$ cat src/rtl/ks_string_delay_if.sv
// Karplus-Strong delay line sample bus.
// Control, data and status between string loop and delay.
interface ks_string_delay_if #(
  parameter int W  = 8,
  parameter int AW = 8
);
  logic          ce;
  logic          pluck;
  logic          mute;
  logic [AW:0]   len;
  logic [W-1:0]  noise_in;
  logic [W-1:0]  fb_in;
  logic [W-1:0]  out;
  logic          out_valid;
  logic          busy;

  modport master (
    output ce, pluck, mute, len, noise_in, fb_in,
    input  out, out_valid, busy
  );

  modport slave (
    input  ce, pluck, mute, len, noise_in, fb_in,
    output out, out_valid, busy
  );
endinterface

$ cat src/rtl/ks_string_delay.sv
// Programmable circular-buffer delay for the Karplus-Strong loop.
// KS_DELAY_AVG_EN folds a two-tap average into the output path.
module ks_string_delay #(
  parameter int W  = 8,
  parameter int AW = 8
) (
  input  logic             clk,
  input  logic             rst,
  ks_string_delay_if.slave bus
);
  localparam int MAX_LEN = 2 ** AW;
  localparam logic [AW:0] LEN_MAX = (AW+1)'(MAX_LEN);
  localparam logic [AW:0] LEN_MIN = (AW+1)'(2);

  localparam logic [1:0] IDLE = 2'd0;
  localparam logic [1:0] FILL = 2'd1;
  localparam logic [1:0] RUN  = 2'd2;

  logic [1:0]    state;
  logic [AW:0]   len_q;
  logic [AW:0]   len_c;
  logic [AW:0]   last;
  logic [AW-1:0] wp;
  logic [AW-1:0] wp_nxt;
  logic [W-1:0]  mem [MAX_LEN];
  logic [W-1:0]  rd;
  logic [W-1:0]  wdata;
  logic [W-1:0]  out_d;
  logic          step;
  logic          wr_en;
  logic          wrap;

  // clamp requested length into [2, MAX_LEN]
  always_comb begin
    len_c = bus.len;
    if (bus.len < LEN_MIN)
      len_c = LEN_MIN;
    else if (bus.len > LEN_MAX)
      len_c = LEN_MAX;
  end

  assign step   = bus.ce & ~bus.mute & ~bus.pluck;
  assign last   = len_q - (AW+1)'(1);
  assign wrap   = ({1'b0, wp} == last);
  assign wp_nxt = wrap ? '0 : wp + AW'(1);
  assign rd     = mem[wp];
  assign wr_en  = step & ((state == FILL) | (state == RUN));
  assign wdata  = (state == FILL) ? bus.noise_in : bus.fb_in;
  assign bus.busy = (state == FILL);

`ifdef KS_DELAY_AVG_EN
  logic [W-1:0] prev;
  logic [W:0]   sum;

  assign sum   = {1'b0, rd} + {1'b0, prev};
  assign out_d = sum[W:1];

  // last sample read in RUN, cleared on any restart
  always_ff @(posedge clk or posedge rst) begin
    if (rst)
      prev <= '0;
    else if (bus.mute | bus.pluck)
      prev <= '0;
    else if (step && state == RUN)
      prev <= rd;
  end
`else
  assign out_d = rd;
`endif

  // sample storage, read-before-write on the same address
  always_ff @(posedge clk) begin
    if (wr_en)
      mem[wp] <= wdata;
  end

  // control: mute beats pluck beats strobe
  always_ff @(posedge clk or posedge rst) begin
    if (rst) begin
      state         <= IDLE;
      wp            <= '0;
      len_q         <= LEN_MAX;
      bus.out       <= '0;
      bus.out_valid <= 1'b0;
    end else begin
      bus.out_valid <= 1'b0;
      if (bus.mute) begin
        state   <= IDLE;
        wp      <= '0;
        bus.out <= '0;
      end else if (bus.pluck) begin
        state <= FILL;
        wp    <= '0;
        len_q <= len_c;
      end else if (bus.ce) begin
        unique case (state)
          FILL: begin
            wp <= wp_nxt;
            if (wrap)
              state <= RUN;
          end
          RUN: begin
            wp            <= wp_nxt;
            bus.out       <= out_d;
            bus.out_valid <= 1'b1;
          end
          default: ;
        endcase
      end
    end
  end
endmodule

$ cat src/flat_wrapper.sv
// flat-port wrapper written by rule: the top's interface ports become plain ports
module ks_string_delay_flat 
#(
  parameter int W  = 8,
  parameter int AW = 8
)
  (clk, rst, bus_ce, bus_pluck, bus_mute, bus_len, bus_noise_in, bus_fb_in, bus_out, bus_out_valid, bus_busy);
  ks_string_delay_if #(.W(W), .AW(AW)) bus_i ();
  input  logic clk;
  input  logic rst;
  input wire logic [$bits(bus_i.ce)-1:0] bus_ce;
  input wire logic [$bits(bus_i.pluck)-1:0] bus_pluck;
  input wire logic [$bits(bus_i.mute)-1:0] bus_mute;
  input wire logic [$bits(bus_i.len)-1:0] bus_len;
  input wire logic [$bits(bus_i.noise_in)-1:0] bus_noise_in;
  input wire logic [$bits(bus_i.fb_in)-1:0] bus_fb_in;
  output wire logic [$bits(bus_i.out)-1:0] bus_out;
  output wire logic [$bits(bus_i.out_valid)-1:0] bus_out_valid;
  output wire logic [$bits(bus_i.busy)-1:0] bus_busy;
  assign bus_i.ce = bus_ce;
  assign bus_i.pluck = bus_pluck;
  assign bus_i.mute = bus_mute;
  assign bus_i.len = bus_len;
  assign bus_i.noise_in = bus_noise_in;
  assign bus_i.fb_in = bus_fb_in;
  assign bus_out = bus_i.out;
  assign bus_out_valid = bus_i.out_valid;
  assign bus_busy = bus_i.busy;
  ks_string_delay #(.W(W), .AW(AW)) u_core (.clk(clk), .rst(rst), .bus(bus_i));
endmodule
$ cat config.mk
export PLATFORM = sky130hd
export DESIGN_NAME = ks_string_delay_flat
export DESIGN_NICKNAME = d
export VERILOG_FILES = /design/src/rtl/ks_string_delay_if.sv /design/src/rtl/ks_string_delay.sv /design/src/flat_wrapper.sv
export SDC_FILE = /design/constraint.sdc
export NUM_CORES = 2
export LEC_CHECK = 0
export BUFFER_PORTS_ARGS = -buffer_cell sky130_fd_sc_hd__buf_2
export CAP_MARGIN = 25
export CORE_MARGIN = 2
export CORE_UTILIZATION = 30
export DETAILED_ROUTE_END_ITERATION = 10
export PLACE_DENSITY = 0.47
export SYNTH_ARGS = -nofsm -noshare
export SYNTH_HDL_FRONTEND = slang
export SYNTH_SLANG_ARGS = --single-unit
$ cat constraint.sdc
create_clock -name clk -period 3 [get_ports clk]
set_input_delay 0.75 -clock clk [delete_from_list [all_inputs] [get_ports clk]]
set_output_delay 0.75 -clock clk [all_outputs]
set_load 0.02 [all_outputs]
; Word-level counts from Yosys, hierarchy flattened
; Memory sizes are Yosys's and may differ from the RTL's.
; Cells that the tools add are included.
[word_totals]
ff_bits = 28
mem_bits_rw = 2048
wordCells = 54
mem_count = 1
[mem_list]
columns = name, words, width, read_ports, rd_ports_with_merged_regs, wr, line_no
row1 = u_core.mem, 256, 8, 1, 0, 1, ks_string_delay.sv:25  ; logic [W-1:0] mem [MAX_LEN];
[classes]
reduce_logical = 11
n_eq_ne = 4
magnitude_cmp = 2
addsub = 2
bitwise = 6
mux = 23
[ops]
columns = cell, count
row1 = 2-to-1 mux 8 bit, 10
row2 = 2-to-1 mux 9 bit, 2
row3 = nonzero test 3 bit, 4
row4 = 2-to-1 mux 2 bit, 5
row5 = equality test 8 x 9 -> 1 bit, 1
row6 = greater-than comparator 9 bit (second input constant), 1
row7 = less-than comparator 9 x 2 -> 1 bit (second input constant), 1
row8 = subtractor 9 x 1 -> 9 bit (second input constant), 1
row9 = adder 8 x 1 -> 8 bit (second input constant), 1
row10 = 2-to-1 mux 1 bit, 6
row11 = AND reduction 3 bit, 2
row12 = AND reduction 2 bit, 2
row13 = nonzero test 2 bit, 2
row14 = AND 1 bit, 3
row15 = equality test 2 x 1 -> 1 bit (second input constant), 1
row16 = equality test 2 bit (second input constant), 1
row17 = inequality test 2 x 1 -> 1 bit (second input constant), 1
row18 = inverter 1 bit, 2
row19 = OR reduction 2 bit, 1
row20 = OR 1 bit, 1

; Logic depth before layout (Yosys ltp)
[depth]
ltp_word = 7
ltp_mapped = 12
depth_no_buf = 9

; Worst setup path after synthesis
; No wires, ideal clock.
[synth_timing]
kind = reg-to-reg
startpoint = register u_core.state[1]
endpoint = memory u_core.mem[0][0], data pin
path_stages_with_launch = 5
required_ps = 2444
setup_ps = 556
slack_ps = -466
arrival_time_ps = 2910
path_cell_list = dfrtp_1 -> inv_1 -> ha_1 -> clkbuf_1 -> mux2_2
[synth_between]
elab_chain_cells = 2
[synth_rtl]
columns = element, line_no
row1 = from (decl), ks_string_delay.sv:19  ; logic [1:0] state;
row2 = from (signal assigned), ks_string_delay.sv:80  ; state <= IDLE;
row3 = from (signal assigned), ks_string_delay.sv:88  ; state <= IDLE;
row4 = from (signal assigned), ks_string_delay.sv:92  ; state <= FILL;
row5 = equality test 2 x 1 -> 1 bit, --
row6 = via bus_busy, flat_wrapper.sv:19  ; output wire logic [$bits(bus_i.busy)-1:0] bus_busy;
row7 = 2-to-1 mux 8 bit, ks_string_delay.sv:48  ; assign wdata = (state == FILL) ? bus.noise_in : bus.fb_in;
row8 = via u_core.wdata[0], ks_string_delay.sv:27  ; logic [W-1:0] wdata;
row9 = to (decl), ks_string_delay.sv:25
; The timed path passes the listed nets, and every way through them passes these cells.

; Worst setup path after layout
[layout_timing]
startpoint = register u_core.wp[0]
endpoint = register u_core.bus.out[5]
[layout_between]
elab_chain_cells = 5
[layout_rtl]
columns = element, line_no
row1 = from (decl), ks_string_delay.sv:23  ; logic [AW-1:0] wp;
row2 = from (signal assigned), ks_string_delay.sv:98  ; wp <= wp_nxt;
row3 = from (signal assigned), ks_string_delay.sv:103  ; wp <= wp_nxt;
row4 = memory read (256 x 8 bit), --
row5 = 2-to-1 mux 8 bit, ks_string_delay.sv:96  ; unique case (state)
row6 = 2-to-1 mux 8 bit, ks_string_delay.sv:95  ; end else if (bus.ce) begin
row7 = 2-to-1 mux 8 bit, ks_string_delay.sv:91  ; end else if (bus.pluck) begin
row8 = 2-to-1 mux 8 bit, ks_string_delay.sv:87  ; if (bus.mute) begin
row9 = to (signal assigned), ks_string_delay.sv:104  ; bus.out <= out_d;
row10 = to (decl), ks_string_delay_if.sv:24  ; output out, out_valid, busy
; No other way between the ends. The select of a mux whose other input is x is not followed.
; A chain may end at the register's enable or synchronous reset.

==> results.py <==
metrics = {
    "sta": {
        "hold_viol": 0,
        "layout_min_cycle_time_ns": 2.981,
        "drv_slew": 0,
        "rsz0062_at_grt": "yes",
        "fmax_ghz": 0.3355,
        "worstMarginPinSlew_ns": 1.003,
        "setup_tns_ns": 0,
        "fin_skew_ns": 0.03502,
        "finalCritPeriodShare": 0.9936,
        "setup_viol": 0,
        "slew_headroom": 0.3310,
        "fin_hold_ws_ns": 0.1505,
        "setup_ws_ns": 0.01919,
    },
    "worst_hold_path": {
        "hold_end": "u_core.len_q[4]",
        "hp-start": "bus_len[4]",
        "whs_path_depth": 2,
        "hold_class": "input pin to flip-flop",
    },
    "logic_synthesis": {
        "synth_simple_gate_area_frac": 0.03075,
        "synth_top_area_frac": 0.7588,
        "synth_adder_area_share": 0.001081,
        "yosysTopAreaCell": "edfxtp_1",
        "ys_seq_area_frac": 0.7675,
        "ys_async_sr_fraction": 0.01349,
        "synth_area_leaders": "edfxtp_1, mux4_2, mux2i_1",
        "synth_area_mm2": 0.08105,
        "synth.mux.area_fraction": 0.1477,
        "yosys.area_share.xor_xnor": 0.001945,
        "synth_compound_area_frac": 0.03545,
        "yosysWarnings": 0,
        "synthFlopType": "edfxtp_1",
        "synth_fp_nets": 4029,
        "ys_seq_elements": 2076,
        "syn_area_per_cell_um2": 20.30,
        "ys_types": 66,
        "synth_edf_count": 2048,
        "netlist_instances": 3992,
        "synth_top_family_by_area": "multiplexers",
    },
    "place": {
        "dpl.hpwl_mm": 145.7,
        "dpl_cell_area_mm2": 0.09072,
        "port_buffers": 39,
        "pre_cts_ws_ns": -0.5012,
        "routabilityCongestion": 0.8005,
    },
    "clocking": {
        "cts_inserted_buffers": 219,
        "cts.htree.levels": 4,
        "cts_tree": "built",
        "cts_sinks": 2076,
        "path_clk_slew_ns": 0.06,
        "clockBufferDepth": 3,
        "clk_latency_ns": 0.85,
        "root_buffer": "clkbuf_16",
    },
    "final_layout": {
        "num_antenna_cells": 0,
        "final_area_mm2": 0.09907,
        "final_nets": 4786,
        "num-fill-cells": 24680,
        "area_growth_pct": 22.23,
        "drive_above_1_share": 0.3308,
    },
    "power": {
        "p_int_w": 0.04802,
        "pwr-share-comb": 0.028,
        "power.share.sequential": 0.531,
        "clkPwrFrac": 0.441,
        "power_density_mw_per_mm2": 612.0,
        "peakVddDrop_v": 0.0004924,
        "p_leak_nw": 31.08,
        "p_sw_frac": 0.2079,
        "switchingPower_w": 0.01261,
    },
    "drt": {
        "ant_nets": 0,
        "vias": 41990,
        "routed_wl_mm": 231.1,
        "post_drt_wl_per_cell_um": 27.22,
        "drc": 0,
        "drt_iter0_drc": 4066,
        "dr.pass1.iters": 5,
        "via_per_inst": 4.945,
    },
    "setup_path": {
        "path_cells": "buf_12, buf_16, buf_12, buf_12, mux4_2, o21ai_0, o211ai_1, a31oi_2, buf_4, o21ai_1",
        "critical_path.startpoint_type": "flip-flop",
        "cpMaxStageDelayCell": "mux4_2",
        "cp-startpoint": "u_core.wp[0]",
        "reg2reg_slack_ns": 0.02,
        "crit_path_end_kind": "flip-flop",
        "cp.arrival_ns": 3.71,
        "reg2reg_from": "u_core.wp[0]",
        "path_common_cell": "buf_12",
        "worstPathRequired_ns": 3.73,
        "reg2reg_to": "u_core.bus.out[5]",
        "critPathMaxStageDelay_ns": 0.55,
        "r2r_cells": 10,
        "cp_max_fo": 10,
        "crit_type": "flip-flop to flip-flop",
    },
    "floorplanning": {
        "fp.dieW_um": 523.8,
        "die_y_um": 523.8,
        "rows": 190,
        "start_util": 0.3020,
        "pin_count": 40,
        "dieArea_mm2": 0.2743,
        "core_mm2": 0.2684,
    },
    "grt": {
        "grt_pass1_vias": 42690,
        "grt_pass1_wl_mm": 324.2,
        "grt_max_degree": 115,
        "grt_overflow_total": 0,
        "grt.total_usage": 0.1649,
        "antenna_found_initial": 6,
    },
    "run": {
        "cap_violations": 0,
    },
    "run_status": {
        "status": "finished, final reports clean",
    },
}
[worst max path at each step]
stage                     slack (ns)  cells after the start           endpoint
after floorplan                -0.47                      4   u_core.mem[0][0]
after global placement         -0.56                      8  u_core.bus.out[4]
after detailed placement       -0.50                      8  u_core.bus.out[4]
after CTS                      -0.02                     11  u_core.bus.out[1]
after global routing           -0.03                     11  u_core.bus.out[6]
final                           0.02                     10  u_core.bus.out[5]
[flip-flops by register name (all words and copies together), names as in the netlist]
signal	count
u_core.len_q	9
u_core.bus.out_valid	1
u_core.bus.out	8
u_core.state	2
u_core.mem	2048
u_core.wp	8
[logic make-up after synthesis]
| logic type | count (synthesis) |
|---|---|
| XOR/XNOR | 18 |
| AND/OR/NAND/NOR | 569 |
| flip-flops | 2076 |
| multiplexers | 666 |
| adder cells (fa/ha/maj) | 7 |
| AO/OA/AOI/OAI | 411 |
| buffers and inverters | 245 |
[area by class of cell]
cell class                 instances  area (um^2)  area share
clock inverter                   126         1160     0.01171
clock buffer                     285         5883     0.05939
sequential                      2076        62220      0.6280
multi-input combinational       1671        18100      0.1828
tap                             3552         4444     0.04486
inverter                          13        52.55   0.0005305
timing repair buffer             768         7207     0.07275
[through the flow]
step	power, W	instances	util
after floorplan	0.03367	3992	-
after global placement	0.03445	8011	0.3380
after detailed placement	0.03450	8011	0.3380
after CTS	0.06119	8429	0.3654
after global routing	0.06252	8491	0.3691
final	0.06063	8491	0.3691
[cells in the final DEF (no fill, tap or decap), drive strengths merged, types with 8 or more instances in the layout]
cell type     n
nand3        36
bufinv       18
mux2i       194
a22oi       107
buf         755
nor2b        30
nor4         12
inv          15
o2111ai      10
nor3         20
edfxtp     2048
xnor2        12
dfrtp        27
a32o          8
clkbuf      295
o211ai        8
a31oi        18
nand2       119
clkinvlp      8
nand4        15
mux4        418
o21ai        70
a32oi         8
clkinv       98
o22ai        31
a221oi       16
mux2         54
and2         14
a21oi        56
nor2        294
a22o         39
[power groups by stage]
stage,combinational (W),clock [W],sequential [W]
finish,0.00170,0.0267,0.0322
global route,0.00184,0.0285,0.0322
CTS,0.00170,0.0273,0.0322
detailed placement,0.00168,0,0.0328
global placement,0.00163,0,0.0328
floorplan,0.000779,0,0.0329
[worst max-delay path, delay by kind of cell (launching register included)]
| kind | cells | cell delay [ns] |
|---|---|---|
| flops | 1 | 0.44 |
| buf+inv | 5 | 0.75 |
| compound gates | 4 | 1.08 |
| mux | 1 | 0.55 |
[cells in the mapped netlist, drive strengths merged, types with 8 or more instances]
| cell | instances |
|---|---|
| a21oi | 56 |
| a221oi | 16 |
| a22o | 39 |
| a22oi | 107 |
| a31oi | 18 |
| a32o | 8 |
| a32oi | 8 |
| and2 | 14 |
| buf | 145 |
| clkbuf | 87 |
| dfrtp | 27 |
| edfxtp | 2048 |
| inv | 10 |
| mux2 | 54 |
| mux2i | 194 |
| mux4 | 418 |
| nand2 | 119 |
| nand3 | 36 |
| nand4 | 15 |
| nor2 | 294 |
| nor2b | 30 |
| nor3 | 20 |
| nor4 | 12 |
| o2111ai | 10 |
| o211ai | 8 |
| o21ai | 70 |
| o22ai | 31 |
| xnor2 | 12 |
[routing by layer]
layer / part of all wire / track usage / wire (um)
met5: 0 / 0 / 0
met4: 0.021 / 0.03933 / 4827
met3: 0.051 / 0.02738 / 11740
met2: 0.49 / 0.2698 / 112400
met1: 0.44 / 0.2295 / 102100
[what timing repair did]
item | CTS | global route
resized for setup | 33 | 61
hold buffers | 1 | 0
setup buffers | 4 | 53
endpoints found under the hold margin | 27 | 0
endpoints found under the setup margin | 36 | 18
pin swaps | 4 | 10
cloned | 2 | 10
Power figures use the tool's default switching activity.
